--- src/rtl/stopwatch_watch_ctrl.sv ---
// Control unit for the combined stopwatch/watch design.
// Turns debounced button pulses, held levels and the mode/edit switches into
// stopwatch run/clear controls and watch field-edit commands (field select,
// up/down pulses with auto-repeat, edit timeout, LED blink).
module stopwatch_watch_ctrl #(
  parameter int CLK_HZ          = 100_000_000,
  parameter int REPEAT_DELAY_MS = 500,
  parameter int REPEAT_RATE_MS  = 100,
  parameter int EDIT_TIMEOUT_MS = 10_000,
  parameter int BLINK_HALF_MS   = 250
) (
  input  logic       clk,
  input  logic       reset,
  input  logic       i_stopwatch,
  input  logic       i_edit,
  input  logic       i_btn_u,
  input  logic       i_btn_d,
  input  logic       i_btn_r,
  input  logic       i_btn_l,
  input  logic       i_hold_u,
  input  logic       i_hold_d,
  output logic       o_run_stop,
  output logic       o_clear,
  output logic [1:0] o_field,
  output logic [1:0] o_edit_sign,
  output logic       o_editing,
  output logic [3:0] o_led
);

  localparam logic [1:0] ST_SW     = 2'd0;
  localparam logic [1:0] ST_WATCH  = 2'd1;
  localparam logic [1:0] ST_EDIT   = 2'd2;
  localparam logic [1:0] ST_LOCK   = 2'd3;

  localparam int DIV  = (CLK_HZ / 1000 > 0) ? CLK_HZ / 1000 : 1;
  localparam int PW   = (DIV > 1) ? $clog2(DIV) : 1;
  localparam int RMAX = (REPEAT_DELAY_MS > REPEAT_RATE_MS) ? REPEAT_DELAY_MS : REPEAT_RATE_MS;
  localparam int RW   = $clog2(RMAX + 1);
  localparam int TW   = $clog2(EDIT_TIMEOUT_MS + 1);
  localparam int BW   = $clog2(BLINK_HALF_MS + 1);

  logic [1:0]    state_q, state_d;
  logic          run_q, run_d;
  logic [1:0]    field_q, field_d;
  logic          blocked_q, blocked_d;   // edit stays off until i_edit drops after a timeout
  logic [PW-1:0] pre_q, pre_d;
  logic [RW-1:0] rpt_q, rpt_d;
  logic          rpt_fast_q, rpt_fast_d; // 0: waiting initial delay, 1: repeating at rate
  logic [1:0]    rpt_dir_q, rpt_dir_d;   // same encoding as o_edit_sign, 00 = not armed
  logic [TW-1:0] to_q, to_d;
  logic [BW-1:0] bl_q, bl_d;
  logic          phase_q, phase_d;
  logic          clear_q, clear_d;
  logic [1:0]    sign_q, sign_d;
  logic          editing_q, editing_d;
  logic [3:0]    led_q, led_d;

  logic          ms_tick;
  logic          btn_ud, up_only, dn_only, any_btn;
  logic          hold_ok, rpt_fire, stay_edit;
  logic [RW-1:0] rpt_inc, rpt_target;
  logic [TW-1:0] to_inc;
  logic [BW-1:0] bl_inc;

  assign ms_tick    = (pre_q == PW'(DIV - 1));
  assign btn_ud     = i_btn_u | i_btn_d;
  assign up_only    = i_btn_u & ~i_btn_d;
  assign dn_only    = i_btn_d & ~i_btn_u;
  assign any_btn    = i_btn_u | i_btn_d | i_btn_r | i_btn_l;
  assign rpt_inc    = rpt_q + RW'(1);
  assign rpt_target = rpt_fast_q ? RW'(REPEAT_RATE_MS) : RW'(REPEAT_DELAY_MS);
  assign to_inc     = to_q + TW'(1);
  assign bl_inc     = bl_q + BW'(1);
  assign hold_ok    = (rpt_dir_q == 2'b01 && i_hold_u && !i_hold_d) ||
                      (rpt_dir_q == 2'b10 && i_hold_d && !i_hold_u);

  // Next-state logic: view switch first, then edit/timeout, then buttons.
  // NOTE: every variable gets a default at the top so no path leaves it unassigned (no latch).
  always_comb begin
    state_d    = state_q;
    run_d      = run_q;
    field_d    = field_q;
    blocked_d  = blocked_q;
    pre_d      = ms_tick ? '0 : pre_q + PW'(1);
    rpt_d      = rpt_q;
    rpt_fast_d = rpt_fast_q;
    rpt_dir_d  = rpt_dir_q;
    to_d       = to_q;
    bl_d       = bl_q;
    phase_d    = phase_q;
    clear_d    = 1'b0;
    sign_d     = 2'b00;
    rpt_fire   = 1'b0;

    if (!i_edit) blocked_d = 1'b0;

    if (i_stopwatch) begin
      state_d = ST_SW;
      if (!btn_ud) begin
        if (i_btn_r) run_d = ~run_q;
        if (i_btn_l && !run_q) clear_d = 1'b1;
      end
    end else begin
      case (state_q)
        ST_EDIT: begin
          if (!i_edit) begin
            state_d = ST_WATCH;
          end else if (ms_tick && to_inc == TW'(EDIT_TIMEOUT_MS)) begin
            state_d   = ST_LOCK;
            blocked_d = 1'b1;
          end
        end
        ST_LOCK: if (!i_edit) state_d = ST_WATCH;
        default: begin
          if (i_edit && !blocked_q) begin
            state_d = ST_EDIT;
            field_d = 2'd0;
          end else begin
            state_d = ST_WATCH;
          end
        end
      endcase
    end

    stay_edit = (state_q == ST_EDIT) && (state_d == ST_EDIT);

    if (stay_edit) begin
      if (up_only || dn_only) begin
        sign_d     = {dn_only, up_only};
        rpt_dir_d  = {dn_only, up_only};
        rpt_d      = '0;
        rpt_fast_d = 1'b0;
      end else if (btn_ud) begin
        rpt_dir_d  = 2'b00;
        rpt_d      = '0;
        rpt_fast_d = 1'b0;
      end else begin
        if (hold_ok) begin
          if (ms_tick) begin
            if (rpt_inc == rpt_target) begin
              rpt_fire   = 1'b1;
              sign_d     = rpt_dir_q;
              rpt_d      = '0;
              rpt_fast_d = 1'b1;
            end else begin
              rpt_d = rpt_inc;
            end
          end
        end else begin
          rpt_dir_d  = 2'b00;
          rpt_d      = '0;
          rpt_fast_d = 1'b0;
        end
        if (!rpt_fire) begin
          if (i_btn_l && !i_btn_r)      field_d = field_q + 2'd1;
          else if (i_btn_r && !i_btn_l) field_d = field_q - 2'd1;
        end
      end

      if (any_btn || rpt_fire) to_d = '0;
      else if (ms_tick)        to_d = to_inc;

      if (sign_d != 2'b00) begin
        phase_d = 1'b1;
        bl_d    = '0;
      end else if (ms_tick) begin
        if (bl_inc == BW'(BLINK_HALF_MS)) begin
          bl_d    = '0;
          phase_d = ~phase_q;
        end else begin
          bl_d = bl_inc;
        end
      end
    end else begin
      rpt_dir_d  = 2'b00;
      rpt_d      = '0;
      rpt_fast_d = 1'b0;
      to_d       = '0;
      bl_d       = '0;
      phase_d    = 1'b1;
    end

    editing_d = (state_d == ST_EDIT);
    led_d     = (editing_d && phase_d) ? (4'b0001 << field_d) : 4'b0000;
  end

  // State and registered outputs; reset clears everything immediately.
  // NOTE: sequential state uses non-blocking assignments so all registers update together.
  always_ff @(posedge clk or negedge reset) begin
    if (!reset) begin
      state_q    <= ST_WATCH;
      run_q      <= 1'b0;
      field_q    <= 2'd0;
      blocked_q  <= 1'b0;
      pre_q      <= '0;
      rpt_q      <= '0;
      rpt_fast_q <= 1'b0;
      rpt_dir_q  <= 2'b00;
      to_q       <= '0;
      bl_q       <= '0;
      phase_q    <= 1'b1;
      clear_q    <= 1'b0;
      sign_q     <= 2'b00;
      editing_q  <= 1'b0;
      led_q      <= 4'b0000;
    end else begin
      state_q    <= state_d;
      run_q      <= run_d;
      field_q    <= field_d;
      blocked_q  <= blocked_d;
      pre_q      <= pre_d;
      rpt_q      <= rpt_d;
      rpt_fast_q <= rpt_fast_d;
      rpt_dir_q  <= rpt_dir_d;
      to_q       <= to_d;
      bl_q       <= bl_d;
      phase_q    <= phase_d;
      clear_q    <= clear_d;
      sign_q     <= sign_d;
      editing_q  <= editing_d;
      led_q      <= led_d;
    end
  end

  assign o_run_stop  = run_q;
  assign o_clear     = clear_q;
  assign o_field     = field_q;
  assign o_edit_sign = sign_q;
  assign o_editing   = editing_q;
  assign o_led       = led_q;

endmodule
--- config.mk ---
export PLATFORM = sky130hd
export DESIGN_NAME = stopwatch_watch_ctrl
export DESIGN_NICKNAME = d
export VERILOG_FILES = /design/src/rtl/stopwatch_watch_ctrl.sv
export SDC_FILE = /design/constraint.sdc
export NUM_CORES = 1
export LEC_CHECK = 0
export BUFFER_PORTS_ARGS = -buffer_cell sky130_fd_sc_hd__buf_2
export CAP_MARGIN = 20
export CORE_ASPECT_RATIO = 0.6
export CORE_MARGIN = 2
export CORE_UTILIZATION = 65
export DETAILED_ROUTE_END_ITERATION = 10
export PLACE_DENSITY = 0.88
export RECOVER_POWER = 100
export SYNTH_ARGS = -nofsm -noshare
export SYNTH_HDL_FRONTEND = slang
export SYNTH_SLANG_ARGS = --single-unit
--- constraint.sdc ---
create_clock -name clk -period 6.4 [get_ports clk]
set_clock_uncertainty 0.1 [all_clocks]
set_input_delay 1.28 -clock clk [delete_from_list [all_inputs] [get_ports clk]]
set_output_delay 1.28 -clock clk [all_outputs]
set_load 0.02 [all_outputs]
* Word-level counts from Yosys, hierarchy flattened
Cells that the tools add are included.
** Storage, ports and cells
- Flip-flop bits (word level) :: 66
- Output and inout bits :: 11
- Word-level logic and storage cells :: 139
** Cells by class
- Add/sub/neg operators :: 6
- Equality and inequality tests :: 14
- Shift operators :: 1
- Multiplexer cells :: 69
- Bitwise operators :: 10
- Reduce and logical (&&, ||, !) cells :: 24
** Operator list (count)
- 2-to-1 mux 9 bit :: 7
- 2-to-1 mux 2 bit :: 25
- 2-to-1 mux 14 bit :: 3
- 2-to-1 mux 8 bit :: 4
- 2-to-1 mux 1 bit :: 27
- adder 17 x 1 -> 17 bit (second input constant) :: 1
- equality test 17 bit (second input constant) :: 1
- 2-to-1 mux 17 bit :: 1
- adder 14 x 1 -> 14 bit (second input constant) :: 1
- equality test 14 bit (second input constant) :: 1
- logical AND 1 bit :: 11
- adder 9 x 1 -> 9 bit (second input constant) :: 1
- equality test 9 bit :: 1
- adder 8 x 1 -> 8 bit (second input constant) :: 1
- equality test 2 bit (second input constant) :: 4
- equality test 8 bit (second input constant) :: 1
- zero test 1 bit :: 6
- != test 3 x 2 -> 1 bit (second input constant) :: 2
- != test 5 x 3 -> 1 bit (second input constant) :: 1
- != test 5 x 4 -> 1 bit (second input constant) :: 1
- inverter 1 bit :: 5
- 2-to-1 mux 4 bit :: 1
- != test 4 x 3 -> 1 bit (second input constant) :: 1
- one-hot mux 2 bit (2 select lines) :: 1
- other kinds (11) :: 16

* Logic depth before layout (Yosys ltp)
- Word-level depth :: 16
- Gate-level depth with buffers :: 11
- Depth with buffers taken out :: 9

* Least setup slack after synthesis
No wires, ideal clock.
- Path kind :: input to register
- From :: input i_btn_u
- To :: register led_q[2] (netlist: o_led[2])
- Arrival :: 3.029 ns
- Required time :: 6.182 ns
- Slack :: 3.153 ns
- Stages on the path :: 9
- Cell sequence :: inv_1 -> ha_1 -> nor2b_1 -> o21ai_1 -> a211oi_2 -> or2b_4 -> or3b_2 -> nand3b_1 -> nor2b_1
** On the way
- Longest elaborated chain between the ends :: 10
- Elaborated cells on any way between the ends :: 17
** Ends and longest elaborated chain
- start, declared :: RTL line 16 : input logic i_btn_u,
- inverter 1 bit :: RTL line 68 : assign dn_only = i_btn_d & ~i_btn_u;
- bitwise AND 1 bit :: RTL line 68
- logical OR 1 bit :: RTL line 128 : if (up_only || dn_only) begin
- 2-to-1 mux 2 bit :: RTL line 128
- 2-to-1 mux 2 bit :: RTL line 127 : if (stay_edit) begin
- nonzero test 2 bit :: RTL line 163 : if (sign_d != 2'b00) begin
- 2-to-1 mux 1 bit :: RTL line 163
- 2-to-1 mux 1 bit :: RTL line 127
- logical AND 1 bit :: RTL line 184 : led_d = (editing_d && phase_d) ? (4'b0001 << field_d) : 4'b0000;
- 2-to-1 mux 4 bit (*) :: RTL line 184
- named net led_d[2] :: RTL line 56 : logic [3:0] led_q, led_d;
- end signal, assigned :: RTL line 221 : led_q <= led_d;
- end, declared :: RTL line 56
Mark *: on every way through the listed nets, which the timed path passes. The rest lies on a longest branch. The select of a mux whose other input is x is not followed.
A chain may end at the register's enable or synchronous reset.

==> impl_results.md <==
- Top-level I/O count: 21
- Cts hold-fix bufs: 0
- Core region area: 5570 um2
- Clock latency reported for the late side of the worst-skew pair: 0.36 ns
- Proportion of power drawn by flip-flops and latches: 0.488
- Antenna violation net count after detailed routing: 0
- Number of placement rows: 21
- DRT Pass-1 Iters: 6
- Switching Power: 0.000212 W
- Critical path capture point type: asynchronous set/reset pin
- Relative area change from synthesis to final layout: 9.65%
- Top cells by instance count after synthesis: sky130_fd_sc_hd__dfrtp_1, sky130_fd_sc_hd__nor2_1, sky130_fd_sc_hd__nand2_1
- Switching share of power: 0.243
- Worst path cell trace: buf_2, clkbuf_1
- Sequential fraction of the synthesis area: 0.440
- Arrival @ worst endpoint: 3.75 ns
- Largest stage delay on the critical path: 2.37 ns
- Max Transition Viols Final: 67
- HPWL Detailed: 5.72 mm
- Count of distinct cell types in the synthesized netlist: 61
- Total congestion overflow: 0
- Post-Place Worst Slack: 2.73 ns
- Largest buffer count on any clock path: 2
- Detail-routed via count per cell: 6.15
- Routability congestion estimate from global placement: 0.969
- Floorplan die area: 6430 um2
- Async set or reset register ratio after synthesis: 1.00
- Failing checks: max-capacitance violations, max-slew violations
- Routed len/inst: 16.1 um
- Worst max-slew margin expressed relative to the limit: -1.25
- Netlist area before placement: 3760 um2
- Number of max-capacitance violations reported: 1
- Clock sink total: 66
- Leading area contributor after synthesis: sky130_fd_sc_hd__dfrtp_1
- First-pass GRT wire length: 13.8 mm
- Share of Yosys cell area claimed by the top area cell type: 0.426
- Post-Syn Nets: 413
- Number of inserted diodes: 0
- RSZ-0062 raised after global routing: no
- Leakage power of the design: 1.65 nW
- Seq cells post-synth: 66
- Number of placed cells counting well taps: 489
- Crit share post-route: 0.649
- Maximum number of pins on one net before global-route repair: 67
- CTS tree: done
- Total clock buffers created by CTS: 9
- Total negative setup slack: 0 ns
- Vertical die dimension: 62.9 um
- Clock transition at the registers of the reported paths: 0.09 ns
- Top area cells in the synthesized netlist: sky130_fd_sc_hd__dfrtp_1, sky130_fd_sc_hd__xnor2_1, sky130_fd_sc_hd__nor2_1, sky130_fd_sc_hd__nand2_1, sky130_fd_sc_hd__xor2_1
- Highest net fanout along the worst path: 66
- Kind of cell adding the most delay to the critical path: buffers and inverters
- Leading register cell type out of synthesis: sky130_fd_sc_hd__dfrtp_1
- Number of global-route vias before repair: 2880
- Fraction of power consumed by combinational cells: 0.046
- Slowest cell on the critical path: sky130_fd_sc_hd__clkbuf_1
- Clock power frac: 0.466
- Period minus WS final: 4.15 ns
- Most numerous cell in the Yosys netlist: sky130_fd_sc_hd__dfrtp_1
- Maximum frequency from static timing analysis: 241 MHz
- Layout cells sized above 1: 0.0918
- Count of placed standard cells in the final layout, fillers left out: 505
- Final worst setup slack: 2.25 ns
- Required arrival time at the worst endpoint: 6.00 ns
- Starting DRT DRC Count: 295
- Type of the worst setup path: in -> async
- # port buffers: 20
- Total via count in the routed design: 3104
- Post-synthesis average cell area: 9.56 um2
- Transition time of the tightest slew-check pin: 3.38 ns
- Number of setup buffers added after CTS: 0
- Net count, final: 440
- Routed Wire Length: 8.15 mm
- Total internal power: 0.000662 W
- Number of hold violations in the final report: 0
- Run status: finished with violations
- H-tree level count: 3
- Post-synthesis instance total: 393
- Pwr per Cell Area: 212 nW/um2
- Clk root buf: sky130_fd_sc_hd__clkbuf_8
- Chip width: 102 um
- Initial antenna violation count: 0
- Count of warnings emitted by yosys: 0
- Post-synth EDFFs: 0
- Total Routing Usage GR: 0.278
- Initial core utilization: 0.675
- Startpoint type of the worst setup path: input pin
- Residual DRC count: 0
- Worst supply voltage drop on vdd: 0.000131 V
- Quantity of gates resized following cts: 0
- Number of buffer and inverter instances along the worst setup path: 2
- Hold/Removal Path Class: reg -> reg
- Final number of setup-violating endpoints: 0
==> layer usage <==
| metal | wire length [um] | track usage | vias to the layer above |
|---|---|---|---|
| met5 | 0 | 0 | - |
| met4 | 122 | 0.0917 | 0 |
| met3 | 737 | 0.0671 | 21 |
| met2 | 3370 | 0.385 | 178 |
| met1 | 3920 | 0.427 | 1447 |
| li1 | - | - | 1458 |
==> flip-flops by register name, summed over array words and instances, names as in the netlist <==
signal	cells
o_clear	1
to_q	14
rpt_q	9
bl_q	8
phase_q	1
blocked_q	1
state_q	2
o_run_stop	1
o_editing	1
pre_q	17
rpt_dir_q	2
rpt_fast_q	1
o_field	2
o_led	4
o_edit_sign	2
==> cell families (layout without fill, tap and decap cells) <==
logic type | count (synthesis) | in the layout | share of synthesized area
buffers and inverters | 15 | 47 | 0.0170
flip-flops | 66 | 66 | 0.440
XOR/XNOR | 39 | 39 | 0.0909
AO/OA/AOI/OAI | 64 | 64 | 0.119
adder cells (fa/ha/maj) | 10 | 10 | 0.0333
AND/OR/NAND/NOR | 195 | 195 | 0.289
multiplexers | 4 | 4 | 0.0110
==> cell type report <==
| type | instances | area, um2 |
|---|---|---|
| Fill cell | 410 | 1450 |
| Tap cell | 80 | 100 |
| Clock buffer | 9 | 124 |
| Multi-Input combinational cell | 312 | 2010 |
| Inverter | 8 | 30.0 |
| Timing Repair Buffer | 23 | 95.1 |
| Sequential cell | 66 | 1650 |
| Clock inverter | 7 | 108 |
==> through the flow <==
| step | utilization | hold WS, ns | cell area [um2] | total power [W] |
|---|---|---|---|---|
| after global routing | 0.740 | 0.406 | 4120 | 0.000905 |
| after global placement | 0.709 | 0.370 | 3950 | 0.000476 |
| after floorplan | - | 0.348 | 3760 | 0.000456 |
| after detailed placement | 0.709 | 0.376 | 3950 | 0.000477 |
| final | 0.740 | 0.388 | 4120 | 0.000874 |
| after CTS | 0.750 | 0.388 | 4180 | 0.000880 |
==> power groups by stage <==
stage	Clock (W)	Combinational [W]	Sequential [W]
detailed placement	0	0.0000430	0.000434
global placement	0	0.0000419	0.000435
global route	0.000433	0.0000441	0.000427
CTS	0.000411	0.0000434	0.000426
floorplan	0	0.0000165	0.000440
finish	0.000407	0.0000400	0.000427
==> placed cells by master (no fill, tap or decap), types with 9 or more instances in the layout <==
master,instances
sky130_fd_sc_hd__clkbuf_8,9
sky130_fd_sc_hd__ha_1,10
sky130_fd_sc_hd__dfrtp_1,64
sky130_fd_sc_hd__nor2_1,46
sky130_fd_sc_hd__nand2_1,45
sky130_fd_sc_hd__nand3_1,26
sky130_fd_sc_hd__xnor2_1,21
sky130_fd_sc_hd__o21ai_0,18
sky130_fd_sc_hd__clkbuf_1,16
sky130_fd_sc_hd__nor3_1,9
sky130_fd_sc_hd__a21oi_1,12
sky130_fd_sc_hd__xor2_1,18
==> worst paths after layout <==
| kind | start | slack [ns] | cells past startpoint | to |
|---|---|---|---|---|
| worst max-delay path | reset | 2.25 | 2 | o_edit_sign[1]$_DFF_PN0_ |
| worst min-delay path | pre_q[0]$_DFF_PN0_ | 0.39 | 1 | pre_q[0]$_DFF_PN0_ |
| worst max register to register | pre_q[6]$_DFF_PN0_ | 2.84 | 8 | bl_q[4]$_DFFE_PN0P_ |
| worst min register to register | pre_q[0]$_DFF_PN0_ | 0.39 | 1 | pre_q[0]$_DFF_PN0_ |
| max in group clk | i_btn_u | 2.58 | 10 | bl_q[4]$_DFFE_PN0P_ |
| min in group asynchronous | reset | 2.05 | 2 | pre_q[15]$_DFF_PN0_ |
No activity file was read; power rests on OpenSTA's default activity.
